$ cat config.mk
export PLATFORM = sky130hd
export DESIGN_NAME = prefetch_ifu
export DESIGN_NICKNAME = d
export VERILOG_FILES = /design/src/rtl/prefetch_ifu.sv
export SDC_FILE = /design/constraint.sdc
export NUM_CORES = 1
export LEC_CHECK = 0
export CORE_MARGIN = 1.5
export CORE_UTILIZATION = 39
export CTS_BUF_LIST = sky130_fd_sc_hd__clkbuf_2 sky130_fd_sc_hd__clkbuf_4 sky130_fd_sc_hd__clkbuf_8
export CTS_CLUSTER_DIAMETER = 80
export CTS_CLUSTER_SIZE = 10
export DETAILED_ROUTE_END_ITERATION = 10
export GPL_TIMING_DRIVEN = 1
export PLACE_DENSITY = 0.65
export SETUP_SLACK_MARGIN = 0.15
export SYNTH_ARGS = -nofsm -noshare
export SYNTH_HDL_FRONTEND = slang
export SYNTH_SLANG_ARGS = --single-unit
$ cat constraint.sdc
create_clock -name clk -period 3.65 [get_ports clk]
set_input_delay 0.5475 -clock clk [delete_from_list [all_inputs] [get_ports clk]]
set_output_delay 0.5475 -clock clk [all_outputs]
set_load 0.01 [all_outputs]
$ cat src/rtl/prefetch_ifu.sv
// prefetch_ifu: instruction prefetch queue in front of a combinational
// instruction memory. Fetches sequentially from fetch_pc into a DEPTH-entry
// FIFO of {pc, instr, adel}. Redirects, exception entries and exception
// returns flush the queue and retarget the fetch. Fetch stops after an
// address-error entry and stays stopped until the next flush.
//
// Optional feature: define PREFETCH_IFU_FLUSH_CNT_EN to build a saturating
// count of flush cycles on flush_count. Without it, flush_count is tied to 0.
module prefetch_ifu #(
    parameter int unsigned DEPTH      = 4,
    parameter logic [31:0] PC_START   = 32'h0000_3000,
    parameter logic [31:0] EXC_VECTOR = 32'h0000_4180,
    parameter logic [31:0] ADDR_LO    = 32'h0000_3000,
    parameter logic [31:0] ADDR_HI    = 32'h0000_6ffc
) (
    input  logic        clk,
    input  logic        reset,
    // instruction memory
    output logic        imem_en,
    output logic [31:0] imem_addr,
    input  logic [31:0] imem_rdata,
    // head-entry handshake
    output logic        deq_valid,
    input  logic        deq_ready,
    output logic [31:0] deq_pc,
    output logic [31:0] deq_instr,
    output logic        deq_adel,
    // control-flow changes
    input  logic        redirect,
    input  logic [31:0] redirect_pc,
    input  logic        req,
    input  logic        eret,
    input  logic [31:0] epc,
    // statistics
    output logic [31:0] flush_count
);

    // DEPTH is a power of two, so the pointers wrap naturally at PTR_W bits;
    // the count needs one extra bit to represent a full queue.
    localparam int unsigned PTR_W = $clog2(DEPTH);
    localparam int unsigned CNT_W = PTR_W + 1;

    typedef struct packed {
        logic [31:0] pc;
        logic [31:0] instr;
        logic        adel;
    } entry_t;

    logic [31:0]      fetch_pc_q, fetch_pc_d;
    logic [PTR_W-1:0] rd_ptr_q, rd_ptr_d;
    logic [PTR_W-1:0] wr_ptr_q, wr_ptr_d;
    logic [CNT_W-1:0] count_q, count_d;
    logic             halt_q, halt_d;
    entry_t           mem_q [DEPTH];

    logic             flush;
    logic             pop;
    logic             full;
    logic             enq;
    logic             fetch_adel;
    entry_t           head;
    entry_t           new_entry;

    // Handshake and fetch-enable decode for the current cycle.
    always_comb begin
        flush      = req | eret | redirect;
        deq_valid  = (count_q != '0);
        // A flush kills the pop as well as the enqueue.
        pop        = deq_valid && deq_ready && !flush;
        // A full queue still accepts a fetch when the head leaves this cycle.
        full       = (count_q == CNT_W'(DEPTH)) && !pop;
        enq        = !full && !halt_q && !flush;
        imem_en    = enq;
        imem_addr  = fetch_pc_q;
        fetch_adel = (fetch_pc_q[1:0] != 2'b00)
                  || (fetch_pc_q < ADDR_LO)
                  || (fetch_pc_q > ADDR_HI);
    end

    // Build the entry written on a fetch; a faulting fetch carries no instruction.
    always_comb begin
        new_entry.pc    = fetch_pc_q;
        new_entry.instr = fetch_adel ? 32'h0 : imem_rdata;
        new_entry.adel  = fetch_adel;
    end

    // Present the head entry on the dequeue port.
    always_comb begin
        head      = mem_q[rd_ptr_q];
        deq_pc    = head.pc;
        deq_instr = head.instr;
        deq_adel  = head.adel;
    end

    // Next-state logic for fetch address, pointers, occupancy and halt.
    always_comb begin
        // NOTE: every signal gets a default first, so no path leaves one unassigned and no latch is inferred.
        fetch_pc_d = fetch_pc_q;
        rd_ptr_d   = rd_ptr_q;
        wr_ptr_d   = wr_ptr_q;
        count_d    = count_q;
        halt_d     = halt_q;

        if (flush) begin
            // Exception entry outranks exception return, which outranks a branch.
            if (req) begin
                fetch_pc_d = EXC_VECTOR;
            end else if (eret) begin
                fetch_pc_d = epc;
            end else begin
                fetch_pc_d = redirect_pc;
            end
            rd_ptr_d = '0;
            wr_ptr_d = '0;
            count_d  = '0;
            halt_d   = 1'b0;
        end else begin
            if (enq) begin
                fetch_pc_d = fetch_pc_q + 32'd4;
                wr_ptr_d   = wr_ptr_q + PTR_W'(1);
                if (fetch_adel) begin
                    halt_d = 1'b1;
                end
            end
            if (pop) begin
                rd_ptr_d = rd_ptr_q + PTR_W'(1);
            end
            case ({enq, pop})
                2'b10:   count_d = count_q + CNT_W'(1);
                2'b01:   count_d = count_q - CNT_W'(1);
                default: count_d = count_q;
            endcase
        end
    end

    // Control state register with synchronous reset.
    always_ff @(posedge clk) begin
        // NOTE: sequential state uses non-blocking assignments so every register samples pre-edge values.
        if (reset) begin
            fetch_pc_q <= PC_START;
            rd_ptr_q   <= '0;
            wr_ptr_q   <= '0;
            count_q    <= '0;
            halt_q     <= 1'b0;
        end else begin
            fetch_pc_q <= fetch_pc_d;
            rd_ptr_q   <= rd_ptr_d;
            wr_ptr_q   <= wr_ptr_d;
            count_q    <= count_d;
            halt_q     <= halt_d;
        end
    end

    // Queue storage write port.
    always_ff @(posedge clk) begin
        // NOTE: storage is deliberately not reset; count_q gates every read, so stale contents are never observed as valid.
        if (!reset && enq) begin
            mem_q[wr_ptr_q] <= new_entry;
        end
    end

`ifdef PREFETCH_IFU_FLUSH_CNT_EN
    logic [31:0] flush_count_q, flush_count_d;

    // Saturating count of flush cycles.
    always_comb begin
        flush_count_d = flush_count_q;
        if (flush && (flush_count_q != 32'hFFFF_FFFF)) begin
            flush_count_d = flush_count_q + 32'd1;
        end
    end

    // Flush counter register; reset outranks a same-cycle flush.
    always_ff @(posedge clk) begin
        if (reset) begin
            flush_count_q <= '0;
        end else begin
            flush_count_q <= flush_count_d;
        end
    end

    assign flush_count = flush_count_q;
`else
    assign flush_count = 32'h0;
`endif

endmodule

# Yosys cells after proc, flatten, opt, wreduce, memory -nomap -nowiden
# Memory sizes are Yosys's and may differ from the RTL's. A register that Yosys moved wholly into a read port is not among the register bits.
# Index checks and enable logic that the tools add are counted.
# word_totals
output_inout_bits	131
register_bits	40
memories	1
mem_bits_rw	260
elab_cells	47
input_bits	102
# memory_table
memory	words	word_bits	read_ports	rd_clocked_by_memory_dff	wr	line_no	source
mem_q	4	65	1	1	1	54	entry_t mem_q [DEPTH];
# op_classes
n_reduce_logical	19
n_mux	10
bitwise	2
eq_ne	3
addsub	5
order_cmp	2
# op_table
operator	n
$mux 32	5
$add 32x3->32 const B	1
$gt 32x15->1 const B	1
$lt 32x14->1 const B	1
$logic_and 1x1->1	6
$pmux 3 s2	1
$reduce_bool 2->1	3
$logic_not 1->1	5
$add 2x1->2 const B	2
$mux 2	2
$add 3x1->3 const B	1
$eq 3x3->1 const B	1
$reduce_bool 3->1	1
$sub 3x1->3 const B	1
$eq 2x1->1 const B	1
$eq 2x2->1 const B	1
$logic_or 1x1->1	2
$mux 1	2
$or 1x1->1	2
$reduce_and 2->1	1
$reduce_or 2->1	1

# Logic depth before layout (Yosys ltp)
# logic_depth
word_depth	12
mapped_depth	9
depth_no_buf	9

# Worst setup path before layout
# Ideal clock, no wire load.
# synth_timing
path_kind	input -> register
from	input req
to	memory mem_q[0][0] (netlist name) (enable)
t_arrival_ns	3.327
path_slack_ns	-0.107
required_ns	3.220
stages	5
path_buffers	2
setup_time_ns	0.430
path_cell_list	buf_6 or4b_4 a41oi_4 buf_2 and3_1
# synth_via
elab_chain_len	12
# synth_rtl
element	line_no	source
start, declared	31	input logic req,
$or 1x1->1 (*) (2 in series)	66	flush = req | eret | redirect;
$logic_not 1->1 (*)	69, 72	
$logic_and 1x1->1	69	pop = deq_valid && deq_ready && !flush;
$logic_not 1->1	71	full = (count_q == CNT_W'(DEPTH)) && !pop;
$logic_and 1x1->1	71	
$logic_not 1->1	72	enq = !full && !halt_q && !flush;
$logic_and 1x1->1	72	
$logic_and 1x1->1 (*)	72	
$logic_and 1x1->1 (*)	157	if (!reset && enq) begin
$mux 1 (*)	157	
$mux 1 (not written as such) (*)	158	mem_q[wr_ptr_q] <= new_entry;
end, declared	54	
# Every way passes the cells marked *; elsewhere a longest branch is shown, timed or not.

==> qor.txt <==
Status -> complete, no violations
Die ar. -> 34280 µm²
Routed via count -> 7522
Post-cts sizing count -> 0
Largest cells by area after synthesis -> edfxtp_1 60%, mux4_2 11%, dfxtp_1 6.5%
Crit path DAT -> 2.58 ns
I/O pin count -> 233
Via-to-Cell Ratio -> 5.141
Seq/Total Area, Yosys -> 66.83%
Crit path cell chain -> buf_4 > mux4_2 > clkdlybuf4s50_1
Worst-path fanout max -> 39
Hold_buf cts -> 0
Max VDD drop -> 0.0001720 V
Post-synth design cell area -> 12940 µm²
GR Overflow Total -> 0
Synth area leader -> edfxtp_1
Clock Path Buffers -> 3
Unrepaired setup endpoints after global routing -> false
Layout cell share with drive strength beyond 1 -> 17.24%
Yosys top cell area share -> 60.34%
Clock slew at reported path FFs -> 0.07 ns
Clk Tree Root Cell -> clkbuf_8
Hold WS -> 0.5419 ns
Post-synthesis cell type count -> 67
Core box area -> 32620 µm²
Syn_area_per_cell -> 15.99 µm²
CTS sink cnt -> 302
Setup violators final -> 0
Max Cap Viol -> 0
Period utilization -> 85.71%
Num rows -> 66
Routed Antenna Nets -> 0
Initial antenna violation count -> 0
Wire per inst -> 20.92 µm
Final Max Slew Viols -> 0
F_max -> 319.6 MHz
Largest net degree at the start of global routing -> 40
Flops & latches, synth -> 302
WL final -> 30610 µm
Post-Synthesis Cells -> 809
Critical Path RT -> 3.10 ns
Hpwl dp -> 20160 µm
Worst Skew -> 0.04010 ns
CTS H-tree lvls -> 2
Setup TNS -> 0 ns
CP max stage delay -> 0.73 ns
GRT Total Usage -> 18.14%
Inserted Diodes -> 0
Layout overhead on the synthesized area -> 23.35%
Worst path top cell family by delay -> buffers and inverters
Syn. warnings -> 0
Critical path class -> reg -> out
Post-layout net count -> 1110
Post-CTS Setup Repair Bufs -> 0
Slew headroom -> 26.66%
Hold Fails Final Rpt -> 0
Fin crit period -> 3.129 ns
Vias in the first global route -> 7432
Hold_sp -> rd_ptr_q[1]
Die Span X -> 185.2 µm
CTS tree -> built
EDFF count, synth -> 260
Placer's final routability congestion estimate -> 0.8500
Starting Density -> 39.67%
CP max stage cell -> dfxtp_4
Post-route DRC violation count -> 0
Top_reg_cell synth -> edfxtp_1
Worst Path Buf+Inv -> 2
Port Buffers -> 200
First-pass GRT wire length -> 46170 µm
Starting DRT DRC Count -> 616
TritonCTS Buffers -> 36
Class of the worst hold path -> reg -> reg
CP Launch Type -> flop
Pleak -> 5.561 nW
Worst skew pair latency -> 0.54 ns
Worst slew pin tran -> 1.089 ns
Die H -> 185.2 µm
Critical path endpoint category -> output port
Ys async rst share -> 0%
FF-to-FF Start -> imem_addr[3]
1st-pass router iterations -> 6
Cell Pwr Density -> 409.2 nW/µm²
==> worst paths after layout <==
check / end / depth (start not counted) / slack, ns
worst max-delay path: deq_pc[16] / 3 / 0.52
worst min-delay path: flop / 2 / 0.54
worst max register to register: imem_addr[28] / 6 / 0.93
worst min register to register: flop / 2 / 0.54
==> cell usage after synthesis (5+ instances only) <==
cell / count
a31oi_1: 5
and2_1: 33
nand3_1: 15
clkbuf_1: 24
buf_2: 8
nand4_1: 14
dfxtp_1: 42
o22ai_1: 5
nor4_1: 6
xor2_1: 10
and3_1: 14
nand2_1: 30
a21oi_1: 33
nor2_1: 42
mux4_2: 65
o21ai_0: 16
nor3_1: 7
ha_1: 6
mux2i_1: 19
edfxtp_1: 260
buf_4: 64
o211ai_1: 5
inv_1: 10
==> cells by family (layout without fill, tap and decap cells) <==
| logic type | Yosys count | count (layout) | share of synthesized area [%] |
|---|---|---|---|
| buffers and inverters | 114 | 295 | 5.366 |
| xor gates and xnor gates | 14 | 14 | 0.9475 |
| DFF | 302 | 302 | 66.83 |
| other | 1 | 32 | 0.02898 |
| adders and majority gates | 7 | 7 | 0.7349 |
| muxes | 86 | 86 | 12.96 |
| and+or+nand+nor | 187 | 187 | 7.967 |
| AOI/OAI and AO/OA | 98 | 98 | 5.163 |
==> flip-flops by register name (all words and copies together) (netlist names), named ones only <==
register and flops:
imem_addr 32, rd_ptr_q 2, halt_q 1, mem_q 260, count_q 3, wr_ptr_q 2
==> routing by layer <==
metal  routed length [µm]  share of wire (%)  up-vias  track usage, %
met5                    0                  0        -               0
met4                  544                1.8        0           4.423
met3                 2374                7.8       46           4.404
met2                14380                 47      314           28.87
met1                13310                 43     3724           25.11
li1                     -                  -     3438               -
==> final cells by class <==
cell class                      count  area, µm²
Sequential cell                   302       8656
Tap cell                          442      553.0
Timing Repair Buffer              226       2305
Inverter                           11      41.29
Multi-Input combinational cell    424       3739
Clock buffer                       57      659.4
Fill cell                        2749      16660
Clock inverter                      1      8.758
==> power by group <==
group	switching (mW)	internal, mW
clock	1.15	1.14
sequential	0.0514	3.77
combinational	0.204	0.214
==> through the flow <==
stage | area [µm²] | cells | utilization (%) | power, mW | setup WS [ns]
finish | 15960 | 1463 | 48.93 | 6.531 | 0.5215
global route | 15960 | 1463 | 48.93 | 6.772 | 0.3904
CTS | 15960 | 1463 | 48.93 | 6.599 | 0.4640
detailed placement | 15290 | 1405 | 46.89 | 4.315 | 0.4950
global placement | 15290 | 1405 | 46.89 | 4.310 | 0.5053
floorplan | 13060 | 840 | - | 4.104 | 0.6131
==> cell usage in the layout, fill, tap and decap left out, types with 20 or more instances in the layout <==
master,synthesis,final
clkbuf_4,0,20
conb_1,1,32
edfxtp_1,260,260
clkbuf_8,0,37
and2_1,33,33
nand2_1,30,30
mux4_2,65,65
clkdlybuf4s50_1,0,199
a21oi_1,33,33
nor2_1,42,42
dfxtp_1,42,40
==> worst register-to-register path, cell delays in order, from the launching register on <==
cell and delay [ns]:
dfxtp_1 0.54, ha_1 0.29, nand4_1 0.30, nor4_2 0.85
nand4_1 0.26, xnor2_1 0.22, o22ai_1 0.10
(Power assumes the default switching activity.)
